[config.mk]
export PLATFORM = sky130hd
export DESIGN_NAME = ceda_stream_tx
export DESIGN_NICKNAME = d
export VERILOG_FILES = /design/src/rtl/ceda_pkg.sv /design/src/rtl/ceda_sync_fifo.sv /design/src/rtl/ceda_stream_tx.sv
export SDC_FILE = /design/constraint.sdc
export NUM_CORES = 1
export LEC_CHECK = 0
export CAP_MARGIN = 20
export CORE_AREA = 2 2 164 134
export CTS_BUF_LIST = sky130_fd_sc_hd__clkbuf_4 sky130_fd_sc_hd__clkbuf_8
export CTS_CLUSTER_DIAMETER = 150
export DETAILED_ROUTE_END_ITERATION = 7
export DIE_AREA = 0 0 166 136
export PLACE_DENSITY = 0.47
export SYNTH_ARGS = -nofsm -noshare
export SYNTH_HDL_FRONTEND = slang
export SYNTH_SLANG_ARGS = --single-unit
[constraint.sdc]
create_clock -name clk -period 3.8 [get_ports clk]
set_input_delay 0.38 -clock clk [delete_from_list [all_inputs] [get_ports clk]]
set_output_delay 0.38 -clock clk [all_outputs]
set_load 0.03 [all_outputs]
[src/rtl/ceda_pkg.sv]
// Shared types and constants for the grayscale frame-buffer stream transmitter.
package ceda_pkg;

  typedef enum logic [1:0] {
    ST_IDLE  = 2'd0,
    ST_RUN   = 2'd1,
    ST_DRAIN = 2'd2
  } state_t;

  localparam int unsigned PIX_WIDTH   = 8;
  localparam int unsigned FIFO_DEPTH  = 4;
  localparam int unsigned ENTRY_WIDTH = 10;
  // Committed entries (FIFO + in flight) allowed before another read may issue.
  localparam int unsigned OCC_LIMIT   = FIFO_DEPTH - 2;

  typedef struct packed {
    logic                 user;
    logic                 last;
    logic [PIX_WIDTH-1:0] data;
  } pix_entry_t;

endpackage

[src/rtl/ceda_sync_fifo.sv]
// Single-clock FIFO with occupancy count; head entry is presented combinationally from storage.
module ceda_sync_fifo #(
  parameter int unsigned DEPTH = 4,
  parameter int unsigned WIDTH = 10
) (
  input  logic                       clk,
  input  logic                       rst_n,
  input  logic                       push,
  input  logic [WIDTH-1:0]           wdata,
  input  logic                       pop,
  output logic [WIDTH-1:0]           rdata,
  output logic [$clog2(DEPTH+1)-1:0] count
);

  localparam int unsigned CNT_W = $clog2(DEPTH + 1);
  localparam int unsigned PTR_W = (DEPTH > 1) ? $clog2(DEPTH) : 1;

  logic [WIDTH-1:0] mem_q [DEPTH];
  logic [PTR_W-1:0] wr_ptr_q;
  logic [PTR_W-1:0] rd_ptr_q;
  logic             do_push;
  logic             do_pop;

  assign do_pop  = pop && (count != '0);
  assign do_push = push && ((count != CNT_W'(DEPTH)) || do_pop);
  assign rdata   = mem_q[rd_ptr_q];

  // Storage is cleared too so the head reads as zero out of reset.
  always_ff @(posedge clk) begin
    if (!rst_n) begin
      for (int i = 0; i < int'(DEPTH); i++) mem_q[i] <= '0;
      wr_ptr_q <= '0;
      rd_ptr_q <= '0;
      count    <= '0;
    end else begin
      if (do_push) begin
        mem_q[wr_ptr_q] <= wdata;
        wr_ptr_q <= (wr_ptr_q == PTR_W'(DEPTH - 1)) ? '0 : wr_ptr_q + PTR_W'(1);
      end
      if (do_pop) begin
        rd_ptr_q <= (rd_ptr_q == PTR_W'(DEPTH - 1)) ? '0 : rd_ptr_q + PTR_W'(1);
      end
      count <= count + CNT_W'(do_push) - CNT_W'(do_pop);
    end
  end

endmodule

[src/rtl/ceda_stream_tx.sv]
// Reads a frame from byte memory in raster order and streams it out as AXI-Stream pixels.
module ceda_stream_tx
  import ceda_pkg::*;
#(
  parameter int unsigned IMG_WIDTH  = 1920,
  parameter int unsigned IMG_HEIGHT = 1080,
  parameter int unsigned ADDR_WIDTH = 21
) (
  input  logic                  clk,
  input  logic                  rst_n,
  input  logic                  start,
  input  logic [ADDR_WIDTH-1:0] base_addr,
  output logic                  busy,
  output logic                  done,
  output logic                  mem_rd_en,
  output logic [ADDR_WIDTH-1:0] mem_addr,
  input  logic [PIX_WIDTH-1:0]  mem_rdata,
  output logic [PIX_WIDTH-1:0]  m_tdata,
  output logic                  m_tvalid,
  input  logic                  m_tready,
  output logic                  m_tlast,
  output logic                  m_tuser
);

  localparam int unsigned XW    = (IMG_WIDTH > 1) ? $clog2(IMG_WIDTH) : 1;
  localparam int unsigned YW    = (IMG_HEIGHT > 1) ? $clog2(IMG_HEIGHT) : 1;
  localparam int unsigned CNT_W = $clog2(FIFO_DEPTH + 1);
  localparam int unsigned OCC_W = CNT_W + 1;

  state_t            state_q, state_d;
  logic [XW-1:0]     x_q, x_d;
  logic [YW-1:0]     y_q, y_d;
  logic              rd_en_d;
  logic [ADDR_WIDTH-1:0] addr_d;
  logic              iss_user_q, iss_user_d;
  logic              iss_last_q, iss_last_d;
  logic              pend_q, pend_user_q, pend_last_q;
  logic              busy_d, done_d;
  logic              issue, pop, at_x_end, at_y_end, drained;
  logic [CNT_W-1:0]  fifo_count;
  logic [OCC_W-1:0]  occ;
  pix_entry_t        push_entry, head;

  assign m_tvalid = (fifo_count != '0);
  assign pop      = m_tvalid && m_tready;
  assign m_tdata  = head.data;
  assign m_tlast  = head.last;
  assign m_tuser  = head.user;

  assign push_entry = '{user: pend_user_q, last: pend_last_q, data: mem_rdata};

  // Occupancy net of the beat leaving this cycle, so a full-rate stream never throttles.
  assign occ      = OCC_W'(fifo_count) + OCC_W'(mem_rd_en) + OCC_W'(pend_q) - OCC_W'(pop);
  assign at_x_end = (x_q == XW'(IMG_WIDTH - 1));
  assign at_y_end = (y_q == YW'(IMG_HEIGHT - 1));
  assign drained  = !mem_rd_en && !pend_q && (fifo_count == CNT_W'(pop));

  // Next-state, read issue and raster position update.
  always_comb begin
    state_d    = state_q;
    x_d        = x_q;
    y_d        = y_q;
    rd_en_d    = 1'b0;
    addr_d     = mem_addr;
    iss_user_d = 1'b0;
    iss_last_d = 1'b0;
    busy_d     = busy;
    done_d     = 1'b0;
    issue      = 1'b0;

    case (state_q)
      ST_IDLE: begin
        if (start) begin
          issue   = 1'b1;
          busy_d  = 1'b1;
          addr_d  = base_addr;
          state_d = ST_RUN;
        end
      end
      ST_RUN: begin
        if (occ <= OCC_W'(OCC_LIMIT)) begin
          issue  = 1'b1;
          addr_d = mem_addr + ADDR_WIDTH'(1);
        end
      end
      ST_DRAIN: begin
        if (drained) begin
          state_d = ST_IDLE;
          busy_d  = 1'b0;
          done_d  = 1'b1;
        end
      end
      default: state_d = ST_IDLE;
    endcase

    if (issue) begin
      rd_en_d    = 1'b1;
      iss_user_d = (x_q == '0) && (y_q == '0);
      iss_last_d = at_x_end;
      if (at_x_end) begin
        x_d = '0;
        if (at_y_end) begin
          y_d     = '0;
          state_d = ST_DRAIN;
        end else begin
          y_d = y_q + YW'(1);
        end
      end else begin
        x_d = x_q + XW'(1);
      end
    end
  end

  // Registers; pend_* tracks the read whose data is on mem_rdata this cycle.
  always_ff @(posedge clk) begin
    if (!rst_n) begin
      state_q     <= ST_IDLE;
      x_q         <= '0;
      y_q         <= '0;
      mem_rd_en   <= 1'b0;
      mem_addr    <= '0;
      iss_user_q  <= 1'b0;
      iss_last_q  <= 1'b0;
      pend_q      <= 1'b0;
      pend_user_q <= 1'b0;
      pend_last_q <= 1'b0;
      busy        <= 1'b0;
      done        <= 1'b0;
    end else begin
      state_q     <= state_d;
      x_q         <= x_d;
      y_q         <= y_d;
      mem_rd_en   <= rd_en_d;
      mem_addr    <= addr_d;
      iss_user_q  <= iss_user_d;
      iss_last_q  <= iss_last_d;
      pend_q      <= mem_rd_en;
      pend_user_q <= iss_user_q;
      pend_last_q <= iss_last_q;
      busy        <= busy_d;
      done        <= done_d;
    end
  end

  ceda_sync_fifo #(
    .DEPTH(FIFO_DEPTH),
    .WIDTH(ENTRY_WIDTH)
  ) u_fifo (
    .clk   (clk),
    .rst_n (rst_n),
    .push  (pend_q),
    .wdata (push_entry),
    .pop   (pop),
    .rdata (head),
    .count (fifo_count)
  );

endmodule
==> results of run 1 <==
layer usage:
| layer | vias to the layer above | wire [um] |
|---|---|---|
| met5 | - | 0 |
| met4 | 0 | 112 |
| met3 | 8 | 783 |
| met2 | 130 | 6435 |
| met1 | 2087 | 6486 |
| li1 | 2062 | - |
placed cells by master (no fill, tap or decap), drive strengths merged, types with 4 or more instances in the layout:
cell,Yosys,routed
nand2b,7,7
nand2,46,46
clkdlybuf4s50,0,67
mux4,10,10
and3,11,11
a31oi,7,7
nor4,8,8
nor2,39,39
inv,21,21
nor3,13,13
or4,4,4
edfxtp,40,40
o41ai,6,6
o32ai,5,5
or3,9,9
ha,12,12
and2,44,44
clkbuf,19,9
o221a,5,5
nor3b,4,4
o21ai,24,24
a21oi,41,41
dfxtp,62,62
buf,12,15
nand3,32,32
nor2b,5,5
o31ai,5,5
sequential cells by signal, summed over array words and instances, names as in the netlist, named ones only:
register / cells
iss_last_q: 1
y_q: 11
mem_addr: 21
pend_last_q: 1
busy: 1
u_fifo.rd_ptr_q: 2
done: 1
iss_user_q: 1
pend_user_q: 1
state_q: 2
u_fifo.count: 3
pend_q: 1
u_fifo.mem_q: 40
u_fifo.wr_ptr_q: 2
x_q: 11
mem_rd_en: 1
area by class of cell:
class | count | area [um^2]
Sequential cell | 102 | 2442
Multi-Input combinational cell | 378 | 2507
Tap cell | 275 | 344.1
Inverter | 21 | 78.83
Timing Repair Buffer | 82 | 795.8
Clock buffer | 9 | 123.9
Fill cell | 2186 | 14700
Clock inverter | 7 | 88.84
critical path: cells and delay by family, from the launching register on:
kind                     cells  cell delay [ps]
AO/OA/AOI/OAI                2              420
adder cells (fa/ha/maj)      3             1020
buffers and inverters        3              320
flip-flops                   1              470
AND/OR/NAND/NOR              5             1140
worst max-delay path by stage:
stage | startpoint | end | slack [ps]
after floorplan | u_fifo.count[1] | x_q[3] | 360
after global placement | m_tready | y_q[6] | 260
after detailed placement | m_tready | y_q[8] | 150
after CTS | u_fifo.count[1] | y_q[8] | 280
after global routing | u_fifo.count[1] | y_q[6] | 20
final | u_fifo.count[1] | y_q[3] | 310
metrics by stage:
| step | cell area, um^2 | setup WS (ps) | utilization, % | power [mW] |
|---|---|---|---|---|
| 4_1_cts | 6381 | 278.2 | 30.27 | 3.224 |
| 2_1_floorplan | 5151 | 361.3 | - | 2.040 |
| 6_report | 6381 | 309.5 | 30.27 | 3.191 |
| 3_3_place_gp | 6168 | 257.6 | 29.26 | 2.434 |
| 5_1_grt | 6381 | 21.75 | 30.27 | 3.365 |
| 3_5_place_dp | 6168 | 152.2 | 29.26 | 2.451 |
cell families (layout without fill, tap and decap cells):
family,after synthesis,in the layout,share of synthesized area [%]
buffers and inverters,52,119,4.105
muxes,12,12,4.761
AOI/OAI and AO/OA,116,116,14.72
and+or+nand+nor,232,232,24.41
adders and majority gates,15,15,4.081
DFF,102,102,47.41
xor gates and xnor gates,3,3,0.5102
power by group through the flow:
| stage | Sequential [mW] | Clock [mW] | Combinational (mW) |
|---|---|---|---|
| global route | 1.40 | 0.828 | 1.14 |
| floorplan | 1.45 | 0 | 0.595 |
| global placement | 1.40 | 0 | 1.03 |
| finish | 1.38 | 0.769 | 1.04 |
| detailed placement | 1.40 | 0 | 1.05 |
| CTS | 1.38 | 0.791 | 1.05 |
==> results.tsv, run 1 <==
stage	metric	value	unit
floorplanning	core_area	0.02108	mm^2
run	maxCapViolCount	0	
global_route	use_met2	20.45	%
cts	cts_root_buffer	clkbuf_8	
floorplanning	initial_utilization	24.44	%
critical_path	crit_path_end_kind	flop	
synth	avgSynthCellArea	9.683	um^2
global_route	grtUsageTotal	12.53	%
synth	ys_types	58	
global_route	grt_pass1_wl	22.54	mm
synth	syn-instance-count	532	
power_and_ir_drop	power_frac_seq	43.2	%
synth	ys_warn_count	0	
global_route	gr-total-overflow	0	
sta	slew_headroom	41.91	%
cts	clk_latency	390	ps
critical_path	r2r-end	y_q[3]	
critical_path	cp_max_fo	16	
synth	syn_nets	580	
outcome	status	completed	
floorplanning	die_w	166	um
power_and_ir_drop	p_leak	2.218	nW
cells_and_area	nets	642	
global_route	grt_use_met1	16.59	%
power_and_ir_drop	combPwrFrac	32.7	%
floorplanning	die_area	0.02258	mm^2
critical_path	arrival	3770	ps
floorplanning	ios	68	
hold_path	hp-start	iss_user_q	
sta	setup_tns	0	ps
route	first_iter_violations	284	
global_route	gr-max-usage-layer	met2	
critical_path	max_stage_delay	490	ps
synth	synth_top_area_share	24.10	%
power_and_ir_drop	power.density	500.1	mW/mm^2
hold_path	hp-class	flop to flop	
cts	ctsHoldBuffers	0	
cells_and_area	area_growth	23.88	%
cells_and_area	antennaDiodeCount	0	
critical_path	critPathSlowestCell	or3_1	
sta	fmax	286.5	MHz
route	drc	0	
cells_and_area	final_cells	874	
placement	dp_cells	858	
critical_path	worstSetupPathType	flop to flop	
critical_path	r2r_start	u_fifo.count[1]	
placement	port_buffers	67	
synth	synth_edf_count	40	
route	ant_nets	0	
synth	yosysSeqAreaShare	47.41	%
global_route	grt_max_degree	36	
sta	final-hold-violation-count	0	
power_and_ir_drop	clockPowerShare	24.1	%
synth	synth-seq-cells	102	
power_and_ir_drop	peakVddDrop	0.2104	mV
cts	cts.clk_slew.worst_paths	100	ps
synth	synth.area.top_cells	dfxtp_1 24%, edfxtp_1 23%, and2_1 5.3%	
power_and_ir_drop	switching_share	35.55	%
placement	hpwl	9.580	mm
route	routed_wl	13.82	mm
global_route	antenna_found_initial	0	
critical_path	crit_chain	inv_1 -> nand3_1 -> nand2_1 -> inv_1 -> ha_1 -> fa_1 -> inv_1 -> fa_1 -> nor2b_1 -> nor3_4 -> a21oi_4 -> or3_1 -> o41ai_1	
global_route	grt_pass1_vias	4205	
sta	finalHoldWorstSlack	453.2	ps
cts	cts_sinks	102	
sta	setup_viol	0	
sta	tightest_slew	867.5	ps
synth	synth.top_cells.by_count	62 x dfxtp_1, 46 x nand2_1, 44 x and2_1	
floorplanning	die_y	136	um
route	drt_first_pass_iters	4	
synth	synth_flop_cell	dfxtp_1	
critical_path	worst_path_most_repeated_cell	inv_1	
synth	yosysMostFrequentCell	dfxtp_1	
synth	synth_area	0.005151	mm^2
sta	slew_viol_final	0	
synth	synth_top_cell_by_area	dfxtp_1	
critical_path	reg2reg_setup_slack	310	ps
floorplanning	placementRows	48	
synth	async_reset_ff_share	0	%
cts	cts_max_path_buffers	2	
route	vias_per_cell	4.905	
sta	post-route-period-util	91.86	%
power_and_ir_drop	switchingPower	1.134	mW
cts	post_cts_resized	0	
cts	htreeDepth	3	
critical_path	start_kind	flop	
cts	cts_tree	yes	
critical_path	crit_required	4080	ps
global_route	grt_util_met3	3.668	%
sta	skew	14.99	ps
route	vias	4287	
sta	fin_crit	3491	ps
hold_path	min_to	pend_user_q	
sta	rsz0062_at_grt	no	
route	wl_per_cell	15.81	um
cts	numCtsBuffers	9	
cells_and_area	drive_above_1_share	9.182	%
cts	cts_setup_buffers	0	
hold_path	holdPathStages	1	
power_and_ir_drop	p_int	2.057	mW
placement	gp_congestion	0.8218	
critical_path	rr_worst_depth	13	
Note: power is estimated with default switching activity, not from simulation.
==> run 2, diff against run 1 <==
--- a/config.mk
+++ b/config.mk
@@ -6,12 +6,13 @@
 export NUM_CORES = 1
 export LEC_CHECK = 0
 export CAP_MARGIN = 20
-export CORE_AREA = 2 2 164 134
+export CORE_AREA = 2 2 167 136
 export CTS_BUF_LIST = sky130_fd_sc_hd__clkbuf_4 sky130_fd_sc_hd__clkbuf_8
 export CTS_CLUSTER_DIAMETER = 150
 export DETAILED_ROUTE_END_ITERATION = 7
-export DIE_AREA = 0 0 166 136
+export DIE_AREA = 0 0 169 138
 export PLACE_DENSITY = 0.47
 export SYNTH_ARGS = -nofsm -noshare
 export SYNTH_HDL_FRONTEND = slang
+export SYNTH_HIERARCHICAL = 1
 export SYNTH_SLANG_ARGS = --single-unit
==> results.tsv, run 2 <==
stage	metric	value	unit	change
sta	post-route-period-util	92.96	%	+1.1 points
critical_path	crit_required	4110	ps	+30 ps
critical_path	critical_path.endpoint	x_q[7]		
synth	synth_xor_area_share	0.4932	%	-0.017 points
critical_path	reg2reg_setup_slack	270	ps	-40 ps
synth	synth_edf_count	40		unchanged
cts	htreeDepth	3		unchanged
synth	synth_adder_area_share	3.946	%	-0.14 points
sta	slew_viol_final	0		unchanged
cts	cts_sinks	102		unchanged
synth	syn_nets	584		+0.69%
synth	ys_warn_count	6		+6
cells_and_area	drive_above_1_share	9.484	%	+0.30 points
placement	hpwl	9.834	mm	+2.7%
synth	synth.top_cells.by_count	62 x dfxtp_1, 49 x and2_1, 42 x nand2_1		
cells_and_area	antennaDiodeCount	0		unchanged
critical_path	critPathSlowestCell	or4_1		
cts	numCtsBuffers	9		unchanged
route	vias_per_cell	5.014		+2.2%
synth	synth_area	0.005328	mm^2	+3.4%
cts	cts_setup_buffers	0		unchanged
power_and_ir_drop	peakVddDrop	0.2125	mV	+1.0%
cells_and_area	mostFrequentLayoutCell	clkdlybuf4s50_1		
floorplanning	core_area	0.02195	mm^2	+4.1%
synth	synth_flop_cell	dfxtp_1		
synth	yosysSeqAreaShare	45.84	%	-1.6 points
route	drc	0		unchanged
critical_path	r2r-end	x_q[7]		
power_and_ir_drop	power.density	483.6	mW/mm^2	-3.3%
synth	synth_mux_area_share	4.603	%	-0.16 points
global_route	antenna_found_initial	0		unchanged
route	routed_wl	14.50	mm	+4.9%
route	ant_nets	0		unchanged
global_route	gr-total-overflow	0		unchanged
cts	cts_root_buffer	clkbuf_8		
power_and_ir_drop	p_leak	2.167	nW	-2.3%
sta	final-hold-violation-count	0		unchanged
cts	cts.clk_slew.worst_paths	110	ps	about the same
critical_path	startpoint	u_fifo/count[2]		
sta	slew_headroom	35.66	%	-6.2 points
cts	clk_latency	380	ps	about the same
outcome	status	completed		
route	wl_per_cell	16.46	um	+4.1%
global_route	grt_pass1_vias	4301		+2.3%
placement	port_buffers	67		unchanged
synth	syn-instance-count	536		+0.75%
route	first_iter_violations	272		-4.2%
power_and_ir_drop	p_total	3.154	mW	-1.2%
critical_path	crit_chain	inv_1 -> nand3_1 -> and2_1 -> ha_1 -> fa_1 -> inv_1 -> fa_1 -> nand2b_1 -> nand3_1 -> o31a_2 -> buf_12 -> or4_1 -> a21oi_1		
global_route	grt_max_degree	65		+81%
synth	synth_top_cell_by_area	dfxtp_1		
critical_path	start_kind	flop		
cells_and_area	area_growth	22.40	%	
sta	setup_tns	0	ps	unchanged
synth	synth_compound_area_share	16.28	%	+1.6 points
synth	synth_top_family_by_area	simple AND/OR/NAND/NOR gates		
sta	rsz0062_at_grt	no		
synth	async_reset_ff_share	0	%	unchanged
critical_path	crit_path_end_kind	flop		
critical_path	cp_max_fo	64		+48
floorplanning	placementRows	49		+2.1%
critical_path	rr_worst_depth	13		unchanged
cells_and_area	final_cell_mix	67 x clkdlybuf4s50_1, 62 x dfxtp_1, 49 x and2_1, 42 x nand2_1, 40 x edfxtp_1		
sta	fin_crit	3533	ps	+42.12 ps
cts	cts_max_path_buffers	2		unchanged
synth	synthSimpleGateAreaFrac	24.80	%	+0.39 points
critical_path	r2r_start	u_fifo/count[2]		
critical_path	worstSetupPathType	flop to flop		
run	maxCapViolCount	0		unchanged
sta	fmax	283.1	MHz	-1.2%
hold_path	hp-class	flop to flop		
floorplanning	die_w	169	um	+1.8%
cells_and_area	nets	644		+0.31%
global_route	grt_pass1_wl	23.52	mm	+4.3%
synth	synth.area.top_cells	dfxtp_1 23%, edfxtp_1 23%, and2_1 5.8%		
sta	tightest_slew	962.6	ps	+95.15 ps
route	drt_first_pass_iters	4		unchanged
critical_path	arrival	3840	ps	+70 ps
floorplanning	initial_utilization	24.27	%	-0.16 points
cells_and_area	regMostFlops	u_fifo/mem_q		
synth	avgSynthCellArea	9.940	um^2	+2.7%
sta	setup_viol	0		unchanged
synth	ys_types	62		+6.9%
critical_path	max_stage_delay	540	ps	+50 ps
synth	synth-seq-cells	102		unchanged
route	vias	4417		+3.0%
cells_and_area	top_regs	u_fifo/mem_q: 40 flops, mem_addr: 21 flops		
cells_and_area	largest_reg_flops	40		unchanged
sta	skew	14.95	ps	-0.04220 ps
global_route	grtUsageTotal	12.59	%	+0.066 points
cts	post_cts_resized	0		unchanged
floorplanning	die_area	0.02332	mm^2	+3.3%
synth	synth_top_area_share	23.30	%	-0.80 points
synth	yosysMostFrequentCell	dfxtp_1		
placement	gp_congestion	0.8243		+0.30%
cts	ctsHoldBuffers	0		unchanged
floorplanning	die_y	138	um	+1.5%
cts	cts_tree	yes		
floorplanning	ios	68		unchanged
==> run 2: changes by cell type after synthesis, sizes merged, moves of 7 or more <==
cell,delta
nor2,-21
o31ai,+19
or4,+14
o21ai,-8
a211oi,+7
a21oi,-7
nand3,-7
nand4,+7
==> run 2: through the flow <==
stage	hold slack, ps	cells	util, %	cell area (um^2)	worst slack (ps)
finish	439.4	881	29.71	6521	267.4
global route	471.5	881	29.71	6521	66.06
global placement	419.3	865	28.86	6335	212.2
CTS	442.2	881	29.71	6521	235.3
floorplan	411.9	536	-	5328	38.77
detailed placement	421.8	865	28.86	6335	68.07
==> run 2: routing by layer <==
| metal | track usage [%] | up-vias | wire (um) |
|---|---|---|---|
| li1 | - | 2158 | - |
| met1 | 16.72 | 2146 | 6600 |
| met2 | 20.99 | 102 | 7084 |
| met3 | 2.949 | 11 | 651 |
| met4 | 2.654 | 0 | 163 |
| met5 | 0 | - | 0 |
==> run 2: worst max-delay path, delay by kind of cell (launching register included) <==
family                   cells  cell delay, ps
AND/OR/NAND/NOR              5            1000
flip-flops                   1             480
adder cells (fa/ha/maj)      3            1030
buffers and inverters        3             370
AO/OA/AOI/OAI                2             550
==> run 2: layout make-up <==
cell class / count / area [um^2]
clock buffers: 9 / 123.9
clock inverters: 7 / 62.56
fillers: 2287 / 15430
inverters: 20 / 75.07
multi-input cells: 381 / 2671
flip-flops and latches: 102 / 2442
well taps: 280 / 350.3
repair buffers: 82 / 795.8
==> run 2: how the worst min path moves through the flow <==
stage / endpoint / from / cells after the start
after floorplan: pend_last_q / iss_last_q / 1
after global placement: pend_last_q / iss_last_q / 1
after detailed placement: pend_last_q / iss_last_q / 1
after CTS: pend_user_q / iss_user_q / 1
after global routing: pend_last_q / iss_last_q / 1
final: pend_user_q / iss_user_q / 1
==> run 2: cells by family (layout without fill, tap and decap cells) <==
family          Yosys count  count (layout)
compound gates          123             123
buf+inv                  53             118
flops                   102             102
xor+xnor                  3               3
mux                      12              12
simple gates            228             228
fa+ha+maj                15              15
==> run 2: power breakdown <==
part | leakage (nW) | internal, mW | switching [mW]
Combinational | 1.16 | 0.452 | 0.623
Clock | 0.0932 | 0.254 | 0.419
Sequential | 0.917 | 1.26 | 0.142
Total | 2.17 | 1.97 | 1.18
==> run 3, diff against run 2 <==
--- a/config.mk
+++ b/config.mk
@@ -11,6 +11,7 @@
 export CTS_CLUSTER_DIAMETER = 150
 export DETAILED_ROUTE_END_ITERATION = 7
 export DIE_AREA = 0 0 169 138
+export MAX_ROUTING_LAYER = met4
 export PLACE_DENSITY = 0.47
 export SYNTH_ARGS = -nofsm -noshare
 export SYNTH_HDL_FRONTEND = slang
==> constraint.sdc (replaced) <==
create_clock -name clk -period 3.4 [get_ports clk]
set_input_delay 0.34 -clock clk [delete_from_list [all_inputs] [get_ports clk]]
set_output_delay 0.34 -clock clk [all_outputs]
set_load 0.03 [all_outputs]
==> results.tsv, run 3 (synthesis results as in run 2) <==
stage	metric	value	unit	change
cells_and_area	antennaDiodeCount	0		unchanged
cts	clk_latency	390	ps	about the same
critical_path	path_buf_inv	3		unchanged
cells_and_area	regMostFlops	u_fifo/mem_q		
global_route	grt_pass1_vias	4378		+1.8%
critical_path	start_kind	flop		
sta	setup_viol	0		unchanged
cts	cts.clk_slew.worst_paths	110	ps	about the same
cts	cts_setup_buffers	0		unchanged
global_route	antenna_found_initial	0		unchanged
cts	numCtsBuffers	9		unchanged
sta	fin_crit	3210	ps	-322.6 ps
run	maxCapViolCount	0		unchanged
power_and_ir_drop	p_leak	2.249	nW	+3.8%
floorplanning	die_area	0.02332	mm^2	unchanged
sta	slew_viol_final	0		unchanged
power_and_ir_drop	power.density	544.9	mW/mm^2	+13%
critical_path	cp_max_fo	29		-55%
critical_path	max_stage_delay	530	ps	about the same
cts	cts_sinks	102		unchanged
cells_and_area	area_growth	25.08	%	
critical_path	worstSetupPathType	flop to flop		
cells_and_area	largest_reg_flops	40		unchanged
sta	final-hold-violation-count	0		unchanged
cts	post_cts_resized	0		unchanged
floorplanning	initial_utilization	24.27	%	unchanged
cells_and_area	top_regs	u_fifo/mem_q: 40 flops, mem_addr: 21 flops		
sta	slew_headroom	30.52	%	-5.1 points
critical_path	path_delay_family	adder cells		
cells_and_area	drive_above_1_share	12.40	%	+2.9 points
route	wl_per_cell	16.28	um	-1.1%
sta	fmax	311.5	MHz	+10%
floorplanning	ios	68		unchanged
sta	skew	11.35	ps	-3.593 ps
route	drt_first_pass_iters	4		unchanged
critical_path	critPathSlowestCell	or4_1		
floorplanning	die_w	169	um	unchanged
critical_path	crit_required	3720	ps	-390 ps
power_and_ir_drop	peakVddDrop	0.2058	mV	-3.1%
sta	post-route-period-util	94.41	%	+1.4 points
cells_and_area	nets	656		+1.9%
placement	port_buffers	67		unchanged
hold_path	hp-class	flop to flop		
outcome	status	completed		
sta	tightest_slew	1040	ps	+76.89 ps
global_route	grtUsageTotal	12.71	%	+0.11 points
floorplanning	die_y	138	um	unchanged
placement	hpwl	9.787	mm	-0.49%
cts	htreeDepth	3		unchanged
placement	gp_congestion	0.7907		-4.1%
cts	cts_max_path_buffers	2		unchanged
sta	rsz0062_at_grt	no		
route	first_iter_violations	245		-9.9%
cts	cts_root_buffer	clkbuf_8		
cts	ctsHoldBuffers	0		unchanged
route	vias_per_cell	5.012		about the same
cells_and_area	final_cell_mix	67 x clkdlybuf4s50_1, 61 x dfxtp_1, 48 x and2_1, 42 x nand2_1, 40 x edfxtp_1		
cells_and_area	mostFrequentLayoutCell	clkdlybuf4s50_1		
route	routed_wl	14.54	mm	+0.26%
power_and_ir_drop	p_total	3.631	mW	+15%
cells_and_area	final_util	30.36	%	+0.65 points
critical_path	arrival	3530	ps	-310 ps
global_route	grt_pass1_wl	23.16	mm	-1.5%
global_route	grt_max_degree	58		-11%
route	drc	0		unchanged
global_route	gr-total-overflow	0		unchanged
cts	cts_tree	yes		
route	ant_nets	0		unchanged
route	vias	4476		+1.3%
floorplanning	core_area	0.02195	mm^2	unchanged
critical_path	crit_path_end_kind	flop		
sta	setup_tns	0	ps	unchanged
floorplanning	placementRows	49		unchanged
critical_path	crit_chain	inv_2 -> nand3_4 -> and2_4 -> ha_1 -> fa_2 -> inv_1 -> fa_1 -> nand2b_1 -> nand3_1 -> o31a_4 -> buf_12 -> or4_1 -> a21oi_2		
run 3: cell type report:
| type | instances | area (um^2) |
|---|---|---|
| clock buffers | 9 | 123.9 |
| clock inverters | 7 | 55.05 |
| fillers | 2275 | 15280 |
| inverters | 20 | 75.07 |
| multi-input cells | 381 | 2700 |
| flip-flops and latches | 102 | 2444 |
| well taps | 280 | 350.3 |
| repair buffers | 94 | 915.9 |
run 3: final timing paths:
| check | cells after the start | to | slack, ps | start |
|---|---|---|---|---|
| max | 13 | y_q[5] | 190 | u_fifo/count[1] |
| min | 1 | pend_last_q | 440 | iss_last_q |
| max reg2reg | 13 | y_q[5] | 190 | u_fifo/count[1] |
| min reg2reg | 1 | pend_last_q | 440 | iss_last_q |
run 3: stage by stage:
step	cell area [um^2]	setup slack, ps	hold WS [ps]	instances
finish	6664	190.0	441.4	893
global route	6664	6.396	472.4	893
CTS	6625	62.26	444.5	892
detailed placement	6446	-191.3	417.9	876
global placement	6446	-124.8	414.7	876
floorplan	5344	45.81	411.9	536
run 3: power breakdown:
| group | total, mW | internal [mW] | switching, mW |
|---|---|---|---|
| logic | 1.32 | 0.588 | 0.732 |
| clock network | 0.746 | 0.277 | 0.468 |
| registers | 1.56 | 1.41 | 0.151 |
run 3: routing by layer:
metal | track usage [%] | vias up | wire (um)
met5 | - | - | 0
met4 | 3.194 | 0 | 176
met3 | 2.949 | 15 | 694
met2 | 20.21 | 123 | 6793
met1 | 16.38 | 2152 | 6874
li1 | - | 2186 | -
